===== src/rtl/uart_tx_mmio.sv =====
// Memory-mapped 8N1 UART transmitter with a small TX FIFO, status/baud/control
// registers and a level interrupt raised once the queue has fully drained.
module uart_tx_mmio #(
  parameter int FIFO_DEPTH  = 4,
  parameter int DEFAULT_DIV = 434,
  parameter int DIV_W       = 16
) (
  input  logic        clk,
  input  logic        rst,
  input  logic        ce,
  input  logic        we,
  input  logic [1:0]  addr,
  input  logic [31:0] wdata,
  output logic [31:0] rdata,
  output logic        tx,
  output logic        irq
);

  localparam int PTR_W = $clog2(FIFO_DEPTH);
  localparam int CNT_W = PTR_W + 1;

  localparam logic [1:0] ADDR_TXDATA = 2'd0;
  localparam logic [1:0] ADDR_STATUS = 2'd1;
  localparam logic [1:0] ADDR_BAUD   = 2'd2;
  localparam logic [1:0] ADDR_CTRL   = 2'd3;

  localparam logic [1:0] S_IDLE  = 2'd0;
  localparam logic [1:0] S_START = 2'd1;
  localparam logic [1:0] S_DATA  = 2'd2;
  localparam logic [1:0] S_STOP  = 2'd3;

  logic [7:0]       mem_q [FIFO_DEPTH];
  logic [PTR_W-1:0] wr_ptr_q, wr_ptr_d;
  logic [PTR_W-1:0] rd_ptr_q, rd_ptr_d;
  logic [CNT_W-1:0] count_q, count_d;
  logic             ovf_q, ovf_d;
  logic [DIV_W-1:0] baud_q, baud_d;
  logic             irq_en_q, irq_en_d;
  logic [1:0]       state_q, state_d;
  logic [7:0]       shift_q, shift_d;
  logic [DIV_W-1:0] div_q, div_d;
  logic [DIV_W-1:0] cnt_q, cnt_d;
  logic [2:0]       bit_idx_q, bit_idx_d;
  logic             tx_q, tx_d;
  logic             irq_q, irq_d;

  logic full, empty, bus_wr, push_req, push, pop, bit_end;
  logic unused_wdata;

  assign unused_wdata = ^wdata;

  assign full     = (count_q == CNT_W'(FIFO_DEPTH));
  assign empty    = (count_q == '0);
  assign bus_wr   = ce & we;
  assign push_req = bus_wr & (addr == ADDR_TXDATA);
  assign bit_end  = (cnt_q == '0);
  // A pop is a frame start: from IDLE, or straight out of the last stop-bit clock.
  assign pop      = !empty && ((state_q == S_IDLE) || ((state_q == S_STOP) && bit_end));
  assign push     = push_req && (!full || pop);

  // NOTE: every always_comb output gets a default first so no path can infer a latch.
  always_comb begin
    wr_ptr_d  = wr_ptr_q;
    rd_ptr_d  = rd_ptr_q;
    count_d   = count_q;
    ovf_d     = ovf_q;
    baud_d    = baud_q;
    irq_en_d  = irq_en_q;
    state_d   = state_q;
    shift_d   = shift_q;
    div_d     = div_q;
    cnt_d     = cnt_q;
    bit_idx_d = bit_idx_q;
    tx_d      = tx_q;

    if (push) wr_ptr_d = wr_ptr_q + 1'b1;
    if (pop)  rd_ptr_d = rd_ptr_q + 1'b1;
    case ({push, pop})
      2'b10:   count_d = count_q + 1'b1;
      2'b01:   count_d = count_q - 1'b1;
      default: count_d = count_q;
    endcase

    if (push_req && full && !pop) ovf_d = 1'b1;
    if (bus_wr && (addr == ADDR_STATUS) && wdata[3]) ovf_d = 1'b0;
    if (bus_wr && (addr == ADDR_BAUD))
      baud_d = (wdata[DIV_W-1:0] == '0) ? DIV_W'(1) : wdata[DIV_W-1:0];
    if (bus_wr && (addr == ADDR_CTRL)) irq_en_d = wdata[0];

    case (state_q)
      S_START: begin
        if (bit_end) begin
          state_d   = S_DATA;
          cnt_d     = div_q - 1'b1;
          bit_idx_d = 3'd0;
          tx_d      = shift_q[0];
        end else begin
          cnt_d = cnt_q - 1'b1;
        end
      end
      S_DATA: begin
        if (bit_end) begin
          cnt_d = div_q - 1'b1;
          if (bit_idx_q == 3'd7) begin
            state_d = S_STOP;
            tx_d    = 1'b1;
          end else begin
            bit_idx_d = bit_idx_q + 1'b1;
            shift_d   = shift_q >> 1;
            tx_d      = shift_q[1];
          end
        end else begin
          cnt_d = cnt_q - 1'b1;
        end
      end
      S_STOP: begin
        if (!bit_end)   cnt_d   = cnt_q - 1'b1;
        else if (!pop)  state_d = S_IDLE;
      end
      default: ;
    endcase

    // Frame start: divisor is captured here so BAUD writes only affect later frames.
    if (pop) begin
      state_d = S_START;
      shift_d = mem_q[rd_ptr_q];
      div_d   = baud_q;
      cnt_d   = baud_q - 1'b1;
      tx_d    = 1'b0;
    end
  end

  assign irq_d = irq_en_q & empty & (state_q == S_IDLE);

  // NOTE: state registers use non-blocking assignments so every flop samples pre-edge values.
  always_ff @(posedge clk) begin
    if (rst) begin
      wr_ptr_q  <= '0;
      rd_ptr_q  <= '0;
      count_q   <= '0;
      ovf_q     <= 1'b0;
      baud_q    <= DIV_W'(DEFAULT_DIV);
      irq_en_q  <= 1'b0;
      state_q   <= S_IDLE;
      shift_q   <= '0;
      div_q     <= DIV_W'(DEFAULT_DIV);
      cnt_q     <= '0;
      bit_idx_q <= '0;
      tx_q      <= 1'b1;
      irq_q     <= 1'b0;
    end else begin
      wr_ptr_q  <= wr_ptr_d;
      rd_ptr_q  <= rd_ptr_d;
      count_q   <= count_d;
      ovf_q     <= ovf_d;
      baud_q    <= baud_d;
      irq_en_q  <= irq_en_d;
      state_q   <= state_d;
      shift_q   <= shift_d;
      div_q     <= div_d;
      cnt_q     <= cnt_d;
      bit_idx_q <= bit_idx_d;
      tx_q      <= tx_d;
      irq_q     <= irq_d;
    end
  end

  // NOTE: FIFO storage is not reset; pointers and count alone define which entries are valid.
  always_ff @(posedge clk) begin
    if (push) mem_q[wr_ptr_q] <= wdata[7:0];
  end

  always_comb begin
    rdata = '0;
    if (ce && !we) begin
      case (addr)
        ADDR_STATUS: rdata = {16'h0, 8'(count_q), 4'h0, ovf_q, empty, full, (state_q != S_IDLE)};
        ADDR_BAUD:   rdata = 32'(baud_q);
        ADDR_CTRL:   rdata = {31'h0, irq_en_q};
        default:     rdata = '0;
      endcase
    end
  end

  assign tx  = tx_q;
  assign irq = irq_q;

endmodule


===== config.mk =====
export PLATFORM = sky130hd
export DESIGN_NAME = uart_tx_mmio
export DESIGN_NICKNAME = d
export VERILOG_FILES = /design/src/rtl/uart_tx_mmio.sv
export SDC_FILE = /design/constraint.sdc
export NUM_CORES = 1
export LEC_CHECK = 0
export ABC_CLOCK_PERIOD_IN_PS = 6000
export BUFFER_PORTS_ARGS = -buffer_cell sky130_fd_sc_hd__buf_2
export CORE_UTILIZATION = 25
export DETAILED_ROUTE_END_ITERATION = 8
export PLACE_DENSITY = 0.45
export SYNTH_ARGS = -nofsm -noshare
export SYNTH_HDL_FRONTEND = slang
export SYNTH_SLANG_ARGS = --single-unit

===== constraint.sdc =====
create_clock -name clk -period 6 [get_ports clk]
set_input_delay 0.9 -clock clk [delete_from_list [all_inputs] [get_ports clk]]
set_output_delay 0.9 -clock clk [all_outputs]
set_load 0.03 [all_outputs]

* Word-level counts from Yosys, hierarchy flattened
Memories as Yosys holds them, arrays and structs flattened. A register that Yosys moved wholly into a read port is not among the register bits.
Cells that the tools add are included.
** Storage, ports and cells
- Input bits :: 38
- Bits in registers :: 72
- Memories :: 1
- Memory bits (writable) :: 32
** Memories
- mem_q :: words 4, bits a word 8, read ports 1, clocked after memory_dff 1, wr ports 1, line 32 : logic [7:0] mem_q [FIFO_DEPTH];
** Operators by class
- Reduce and logical (&&, ||, !) cells :: 39
- Equality and inequality tests :: 21
- Add/subtract/negate cells :: 8
- Muxes and demuxes :: 31
- Bitwise logic cells :: 4
** Operators with widths (number)
- 2-to-1 mux 16 bit :: 5
- one-hot mux 16 bit (3 select lines) :: 1
- subtractor 16 x 1 -> 16 bit, second input constant :: 3
- zero test 16 bit :: 2
- 2-to-1 mux 8 bit :: 4
- one-hot mux 16 bit (2 select lines) :: 1
- != test 3 bit, second input constant :: 5
- 2-to-1 mux 2 bit :: 6
- != test 2 bit, second input constant :: 6
- one-hot mux 3 bit (2 select lines) :: 2
- == test 2 bit, second input constant :: 5
- logical AND 1 bit :: 10
- AND reduction 5 bit :: 2
- nonzero test 2 bit :: 5
- 2-to-1 mux 3 bit :: 3
- nonzero test 3 bit :: 3
- 2-to-1 mux 1 bit :: 7
- adder 3 x 1 -> 3 bit, second input constant :: 2
- == test 2 x 1 -> 1 bit, second input constant :: 3
- == test 3 bit, second input constant :: 2
- one-hot mux 2 bit (3 select lines) :: 1
- AND reduction 3 bit :: 2
- OR reduction 2 bit :: 3
- adder 2 x 1 -> 2 bit, second input constant :: 2
- other kinds (10) :: 18

* Logic depth before layout (Yosys ltp)
Gate-level depths: netlist of run 1.
- Word-level depth :: 8
- Gate-level depth with buffers :: 12

* Least setup slack after synthesis of run 1
No wires, ideal clock.
- Kind :: flip-flop to flip-flop
- Start point :: register cnt_q[0]
- End point :: register count_q[1]
- Arrival time :: 2.776 ns
- Period minus slack after synthesis :: 2.867 ns
- Cell stages (with the launch flop) :: 11
- Data required time :: 5.908 ns
- Library setup time :: 0.092 ns
- Path slack :: 3.133 ns
- Path buffers :: 1
- Path through :: dfxtp_1 > inv_1 > ha_1 > nor3b_2 > nand4_2 > o21ai_2 > clkbuf_1 > nand2_1 > fa_1 > and3b_1 > nor4_1
** Between the ends
- Word-level cells in the longest chain between the ends :: 8
- Elaborated cells on any way between the ends :: 10
- Those cells by class :: eq/ne: 2; mux: 1; reduce/logical: 7
** RTL lines
- start, declared :: line 42 : logic [DIV_W-1:0] cnt_q, cnt_d;
- start signal, assigned :: line 161 : cnt_q <= cnt_d;
- zero test 16 bit * :: line 56 : assign bit_end = (cnt_q == '0);
- logical AND 1 bit * :: line 58 : assign pop = !empty && ((state_q == S_IDLE) || ((state_q == S_STOP) && bit_end));
- logical OR 1 bit * :: line 58
- logical AND 1 bit * :: line 58
- logical OR 1 bit :: line 59 : assign push = push_req && (!full || pop);
- logical AND 1 bit :: line 59
- == test 2 x 1 -> 1 bit or == test 2 bit (tied branches) :: line 78 : case ({push, pop})
- one-hot mux 3 bit (2 select lines) or nonzero test 2 bit (tied branches)
- end signal, assigned :: line 154 : count_q <= count_d;
- end, declared :: line 35 : logic [CNT_W-1:0] count_q, count_d;
Mark *: on every way between the ends. The rest lies on a longest branch, timed or not.
A chain may end at the register's enable or synchronous reset.

* Worst setup path after layout of run 1
- Start point :: input addr[1]
- End point :: output rdata[13]
** Between the ends
- Word-level cells in the longest chain between the ends :: 3
- Elaborated cells on any way between the ends :: 5
- Those cells by class :: eq/ne: 3; mux: 2
** RTL lines
- start, declared :: line 12 : input logic [1:0] addr,
- == test 2 bit or == test 2 x 1 -> 1 bit (tied branches) :: line 176 : case (addr)
- one-hot mux 16 bit (3 select lines) * :: line 176
- 2-to-1 mux 16 bit * :: line 175 : if (ce && !we) begin
- end, declared :: line 14 : output logic [31:0] rdata,
Marks and branches as above.

==> summary.txt, run 1 <==
Clock tree
  • CTS max path bufs: 2
  • Post-CTS setup repair buffer count: 0
  • Clock-pin slew on the worst setup and hold paths: 0.08 ns
  • # clock sinks: 106
  • Root Driver: clkbuf_16
  • Post-CTS Hold Fix Bufs: 0
  • H-Tree Level Count: 3
  • Total CTS buffers: 9
  • Clock latency on the worst-skew pair: approximately 0.36 ns
  • Post-CTS Resized: 0
  • CTS tree: built

Power
  • Flop pwr share: a little under two fifths
  • Switch share: between 30 and 40%
  • Clk pwr share: 25.0%
  • Pwr dens: ~400 mW/mm2
  • Pint: roughly 1.6 mW
  • Pleak: between 2 and 2.5 nW
  • Comb power frac: around 38%
  • Switch Pwr: around 1.0 mW
  • Worst VDD drop: approximately 0.19 mV
  • Power Total: 2.57 mW

Floorplanning
  • Die area: 0.0237 mm2
  • Rows: 55
  • Die Wd: about 150 um
  • Core area: approximately 0.023 mm2
  • Initial Util: 25.5%
  • Die Ht: roughly 150 um
  • Number of I/O pins: just over 70

Logic synthesis
  • Adder-cell share of the synthesized area: roughly 3.8%
  • Number of enable flip-flop cells after synthesis: 32
  • Synth area leaders: dfxtp_1, edfxtp_1, nand2_1
  • Synth Area in Simple Gates: 22.5%
  • Mux contribution to synthesized area: under 10%
  • Seq cells post-synth: roughly 110
  • Main combinational cell family by area after synthesis: simple AND/OR/NAND/NOR gates
  • Post-Synth XOR/XNOR Area: 6.68%
  • Synth Warn #: 0
  • Yosys top cell area share: 25.7%
  • Count of cell types in the netlist: 67
  • Register area share after synthesis: 42.4%
  • Post-synth top area cell: dfxtp_1
  • Post-synth ARST share: 0%
  • Gate Count Post-Synth: between 600 and 700
  • Synth Cell Area: about 0.0058 mm2
  • Syn Area/Cell: just over 9 um2
  • Compound-cell area share of the yosys netlist: a little over an eighth
  • Top FF cell, synth: dfxtp_1

Detailed routing
  • Routed Antenna Nets: 0
  • Total number of vias: approximately 4400
  • Total wire length: between 10000 and 15000 um
  • WL/cell: between 15 and 20 um
  • Vias per cell: approximately 4.7
  • Drt first pass iters: 5
  • First DRT Iteration DRCs: roughly 250
  • DRC viols: 0

STA
  • Max_slew headroom: 25.7%
  • Pins Over Slew Limit: 0
  • RSZ-0062 raised after global routing: false
  • TNS Setup: 0 ns
  • Fin worst setup slack: about 2.6 ns
  • Worst Skew: around 0.0075 ns
  • FMAX: 0.292 GHz
  • Hold Vio Cnt, Final: 0
  • Final setup fails: 0
  • Hold slack final: ~0.46 ns
  • Fin crit period: ~3.4 ns
  • Tcrit/Tclk final: ~57%
  • Slew @ Worst Pin: between 1 and 1.5 ns

Critical path
  • Bufs and invs on worst path: 2
  • Crit path capture type: output port
  • Critical path required time: between 5 and 6 ns
  • Family with the most delay on the worst path: simple AND/OR/NAND/NOR gates
  • Ordered cell list for the critical path: buf_2 -> nor2b_1 -> nor2b_1 -> and2_1 -> buf_2
  • Max FO, Critical Path: 10
  • Crit path DAT: about 2.5 ns
  • Slowest library cell on the worst path: nor2b_1
  • Max incr delay on CP: approximately 0.56 ns
  • Startpoint types: input pin
  • Crit Path Class: input pin to output port

Global route
  • GRT Util Overall: ~13%
  • First-pass GRT wire length: 24300 um
  • Largest net degree at the start of global routing: 77
  • Initial antenna violation count: 0
  • Gr ovfl total: 0
  • Number of global-route vias before repair: roughly 4300

Final layout
  • Ant. Diodes: 0
  • # fillers: about 2400
  • Layout area overhead: 12.1%
  • Post-route cell area: roughly 0.0065 mm2
  • Layout cells sized above 1: a little over an eighth
  • Post-Layout Cell Count: ~940
  • Layout Utilization: 28.6%
  • Nets@finish: around 710

Min path
  • Worst Hold Class: flop to flop

Run
  • Max Cap Viol: 0

Run status
  • Run status: completed

Place
  • Gpl congestion: around 0.74
  • Area after DPL: between 0.006 and 0.007 mm2
  • Worst slack, placed: ~2.6 ns
  • Placed cells: just over 900
  • IO buf count: 39
  • Detailed placement HPWL: roughly 10000 um
[cells in the final DEF (no fill, tap or decap), drive strengths merged, types with 4 or more instances in the layout]
master   n
and2    14
o21ai   15
nor4    16
nor2b    7
ha      16
clkbuf   9
nand4    8
nand3    5
xnor2   19
mux2i   12
or3      5
mux4     8
a21oi   45
a31oi    5
o22ai    6
a211oi  16
dfxtp   74
or4      4
inv     19
conb    16
buf     44
nor2    63
nand3b  13
edfxtp  32
nand2   93
nor3    19
xor2    25
a22oi   11
[worst paths after layout]
kind | from | slack (ns) | cells past startpoint | end
worst min register to register | irq_en_q | 0.46 | 2 | irq
worst max register to register | cnt_q[0] | 2.92 | 7 | mem_q[3][2]
worst max-delay path | addr[1] | 2.57 | 5 | rdata[13]
worst min-delay path | irq_en_q | 0.46 | 2 | irq
[flip-flops by register name (all words and copies together), names as in the netlist, named ones only]
name / cells
baud_q: 16
bit_idx_q: 3
cnt_q: 16
count_q: 3
div_q: 16
irq: 1
irq_en_q: 1
mem_q: 32
ovf_q: 1
rd_ptr_q: 2
shift_q: 8
state_q: 2
tx: 1
wr_ptr_q: 2
[kinds of logic after synthesis]
family,count (synthesis)
mux,21
fa+ha+maj,17
compound gates,122
other cells,1
xor+xnor,44
flops,106
simple gates,257
buf+inv,66
[layer usage]
metal / global-route usage [%] / part of all wire, % / vias to the layer above / wire length (um)
met3: 1.78 / 2.6 / 14 / 375
met1: 18.3 / 52 / 2084 / 7600
li1: - / - / 2251 / -
met5: 0 / 0 / - / 0
met2: 20.4 / 44 / 81 / 6490
met4: 3.95 / 1.2 / 0 / 170
[cells in the mapped netlist, types with 3 or more instances]
master,number
nand3b_1,13
o21a_1,3
nor3_1,17
xnor2_1,19
nand2_1,92
a21oi_1,44
and2_1,14
or3_1,5
mux4_2,8
dfxtp_1,74
inv_1,14
o21ai_0,3
or4_4,3
nor4_1,13
a211oi_1,15
nor2_1,62
nand3_1,5
a21o_1,3
a31oi_1,4
xor2_1,25
ha_1,16
a22oi_1,11
buf_4,16
clkbuf_1,29
nor2b_1,7
nand4_1,7
buf_2,5
o21ai_1,11
edfxtp_1,32
mux2i_1,12
o22ai_1,6
[worst register-to-register path: stages (launching register included)]
cell and delay [ns]:
dfxtp_1 0.35, inv_1 0.07, ha_1 0.17, nor3b_2 0.52, and4_1 0.54, a21oi_2 0.23
a31oi_2 0.39, and2_1 0.46
[power by group through the flow]
stage | clock [mW] | combinational [mW] | sequential (mW)
after CTS | 0.664 | 0.983 | 0.954
final | 0.643 | 0.979 | 0.952
after global placement | 0 | 0.980 | 0.971
after detailed placement | 0 | 0.977 | 0.970
after floorplan | 0 | 0.793 | 0.924
after global routing | 0.689 | 1.10 | 0.971
[cell type report]
cell class / instances / area (um2) / area share (%)
tap: 285 / 357 / 5.52
inverter: 14 / 52.6 / 0.813
timing repair buffer: 44 / 233 / 3.60
clock buffer: 9 / 225 / 3.48
clock inverter: 7 / 90.1 / 1.39
sequential: 106 / 2440 / 37.8
multi-input combinational: 477 / 3070 / 47.4
(Power assumes the default switching activity.)
==> run 2: changes to the inputs <==
- ABC_AREA: default -> 1
- ABC_CLOCK_PERIOD_IN_PS: 6000 -> 2900
- PLACE_DENSITY: 0.45 -> 0.46
- clock period: 6 -> 2.9 ns (I/O delays scaled with it)
==> summary.txt, run 2 <==
Run status
  • Run status: completed

Logic synthesis
  • Compound-cell area share of the yosys netlist: 14.8% (+1.1 points)
  • Yosys top cell area share: 24.9% (-0.78 points)
  • Synth Cell Area: 0.00595 mm2 (+3.1%)
  • Register area share after synthesis: 41.1% (-1.3 points)
  • Mux contribution to synthesized area: 0.168% (-5.2 points)
  • Synth Area in Simple Gates: 26.1% (+3.6 points)
  • Count of cell types in the netlist: 41 (-39%)
  • Synth Warn #: 0 (unchanged)
  • Adder-cell share of the synthesized area: 3.70% (-0.12 points)
  • Main combinational cell family by area after synthesis: simple AND/OR/NAND/NOR gates
  • Number of enable flip-flop cells after synthesis: 32 (unchanged)
  • Post-synth top cells: nand2_1, nor2_1, inv_1
  • Syn Area/Cell: 7.40 um2 (-19%)
  • Gate Count Post-Synth: 804 (+27%)
  • Post-Synth XOR/XNOR Area: 3.53% (-3.1 points)
  • Post-synth ARST share: 0% (unchanged)
  • Post-synth top area cell: dfxtp_1
  • Synth area leaders: dfxtp_1, edfxtp_1, nand2_1
  • Top FF cell, synth: dfxtp_1
  • Most frequent cell after synthesis: nand2_1
  • Seq cells post-synth: 106 (unchanged)

Place
  • Area after DPL: 0.00643 mm2 (+4.6%)
  • IO buf count: 39 (unchanged)
  • Gpl congestion: 0.816 (+10%)
  • Worst slack, placed: 0.537 ns (-2.04 ns)
  • Placed cells: 1148 (+24%)
  • Detailed placement HPWL: 11700 um (+14%)

Power
  • Pint: 3.59 mW (+130%)
  • Switch Pwr: 3.04 mW (+200%)
  • Power Total: 6.63 mW (+160%)
  • Switch share: 45.9% (+6.2 points)
  • Worst VDD drop: 0.452 mV (+140%)
  • Pwr dens: 983 mW/mm2 (+150%)
  • Pleak: 2.77 nW (+18%)
  • Flop pwr share: 31.7% (-5.3 points)
  • Clk pwr share: 19.9% (-5.1 points)
  • Comb power frac: 48.3% (+10 points)

Clock tree
  • Root Driver: clkbuf_16
  • CTS max path bufs: 2 (unchanged)
  • H-Tree Level Count: 3 (unchanged)
  • Clock latency on the worst-skew pair: 0.35 ns (about the same)
  • CTS tree: built
  • Clock-pin slew on the worst setup and hold paths: 0.08 ns (about the same)
  • Total CTS buffers: 9 (unchanged)
  • Post-CTS setup repair buffer count: 0 (unchanged)
  • # clock sinks: 106 (unchanged)
  • Post-CTS Resized: 0 (unchanged)
  • Post-CTS Hold Fix Bufs: 0 (unchanged)

Floorplanning
  • Die Wd: 156 um (+1.5%)
  • Core area: 0.0234 mm2 (+3.4%)
  • Rows: 56 (+1.8%)
  • Number of I/O pins: 72 (unchanged)
  • Initial Util: 25.4% (-0.054 points)
  • Die area: 0.0244 mm2 (+3.1%)
  • Die Ht: 156 um (+1.5%)

Critical path
  • Slowest library cell on the worst path: fa_1
  • Startpoint types: flop
  • Crit Path Class: flop to flop
  • Family with the most delay on the worst path: simple AND/OR/NAND/NOR gates
  • Max FO, Critical Path: 5 (-5)
  • Crit path capture type: flop
  • Bufs and invs on worst path: 2 (unchanged)
  • Max incr delay on CP: 0.41 ns (-0.15 ns)
  • Ordered cell list for the critical path: inv_1 -> ha_1 -> nand2_1 -> nor2_1 -> nand3_2 -> a21oi_4 -> nand2_1 -> fa_1 -> inv_1 -> nand4_1 -> a21oi_1 -> nor2_1
  • Crit path DAT: 2.59 ns (+0.06 ns)
  • Critical path required time: 3.15 ns (-1.95 ns)

STA
  • Hold slack final: 0.324 ns (-0.139 ns)
  • TNS Setup: 0 ns (unchanged)
  • Slew @ Worst Pin: 0.787 ns (-0.325 ns)
  • Tcrit/Tclk final: between 80% and 90%
  • Fin worst setup slack: 0.567 ns (-2.01 ns)
  • Final setup fails: 0 (unchanged)
  • RSZ-0062 raised after global routing: false
  • Max_slew headroom: 47.0% (+21 points)
  • Fin crit period: about 2.3 ns
  • Worst Skew: 0.00889 ns (+0.00143 ns)
  • Pins Over Slew Limit: 0 (unchanged)
  • FMAX: roughly 0.43 GHz
  • Hold Vio Cnt, Final: 0 (unchanged)

Detailed routing
  • First DRT Iteration DRCs: 396 (+61%)
  • DRC viols: 0 (unchanged)
  • Total wire length: 15500 um (+5.9%)
  • Vias per cell: 4.36 (-7.3%)
  • Routed Antenna Nets: 0 (unchanged)
  • WL/cell: 13.3 um (-14%)
  • Drt first pass iters: 5 (unchanged)
  • Total number of vias: 5073 (+15%)

Final layout
  • Nets@finish: 895 (+27%)
  • Post-route cell area: 0.00675 mm2 (+4.4%)
  • Commonest non-fill, non-tap cell in the layout: nand2_1
  • Ant. Diodes: 0 (unchanged)
  • Max reg flops: 32 (unchanged)
  • Layout cells sized above 1: 10.1% (-3.2 points)
  • Layout Utilization: 28.8% (+0.29 points)
  • Commonest non-fill, non-tap cells in the layout: nand2_1, nor2_1, inv_1
  • Largest Register: mem_q
  • Post-Layout Cell Count: 1164 (+24%)
  • Layout area overhead: 13.5%

Global route
  • First-pass GRT wire length: 25800 um (+6.4%)
  • GRT Util Overall: 13.6% (+0.60 points)
  • Number of global-route vias before repair: 4997 (+15%)
  • Gr ovfl total: 0 (unchanged)
  • Largest net degree at the start of global routing: 66 (-14%)
  • Initial antenna violation count: 0 (unchanged)

Run
  • Max Cap Viol: 0 (unchanged)

Min path
  • Worst Hold Class: input pin to flop
-- run 2: worst register-to-register path: stages (launching register included) --
cell and delay [ns]:
dfxtp_1 0.33, inv_1 0.07, ha_1 0.19, nand2_1 0.12
nor2_1 0.22, nand3_2 0.19, a21oi_4 0.19, nand2_1 0.14
fa_1 0.41, inv_1 0.07, nand4_1 0.10, a21oi_1 0.16
nor2_1 0.06
-- run 2: area by class of cell --
class	instances	area, um2
inverter	99	372
clock inverter	7	95.1
clock buffer	9	225
multi-input combinational	573	2930
sequential	106	2440
timing repair buffer	51	285
tap	319	399
fill	2617	16700
-- run 2: final timing paths --
check	to	slack (ns)	from	cells past startpoint
worst max register to register	count_q[2]	0.57	cnt_q[0]	12
worst min register to register	shift_q[6]	0.46	shift_q[6]	2
worst max-delay path	count_q[2]	0.57	cnt_q[0]	12
worst min-delay path	baud_q[8]	0.32	wdata[8]	3
-- run 2: power by group through the flow --
| stage | Clock (mW) | Sequential [mW] | Combinational (mW) |
|---|---|---|---|
| after floorplan | 0 | 2.09 | 2.58 |
| after global placement | 0 | 2.14 | 3.23 |
| after detailed placement | 0 | 2.14 | 3.23 |
| after CTS | 1.37 | 2.10 | 3.24 |
| after global routing | 1.43 | 2.15 | 3.71 |
| final | 1.32 | 2.10 | 3.21 |
-- run 2: per-layer routing --
layer,share of wire [%],global-route usage (%),up-vias
li1,-,-,2699
met1,51,18.4,2296
met2,46,22.6,74
met3,2.7,1.50,4
met4,0.64,3.97,0
met5,0,0,-
-- run 2: cells by family after synthesis --
kind of cell	count (synthesis)
adders and majority gates	17
AOI/OAI and AO/OA	153
buffers and inverters	140
xor gates and xnor gates	24
other	1
muxes	1
DFF	106
and+or+nand+nor	362
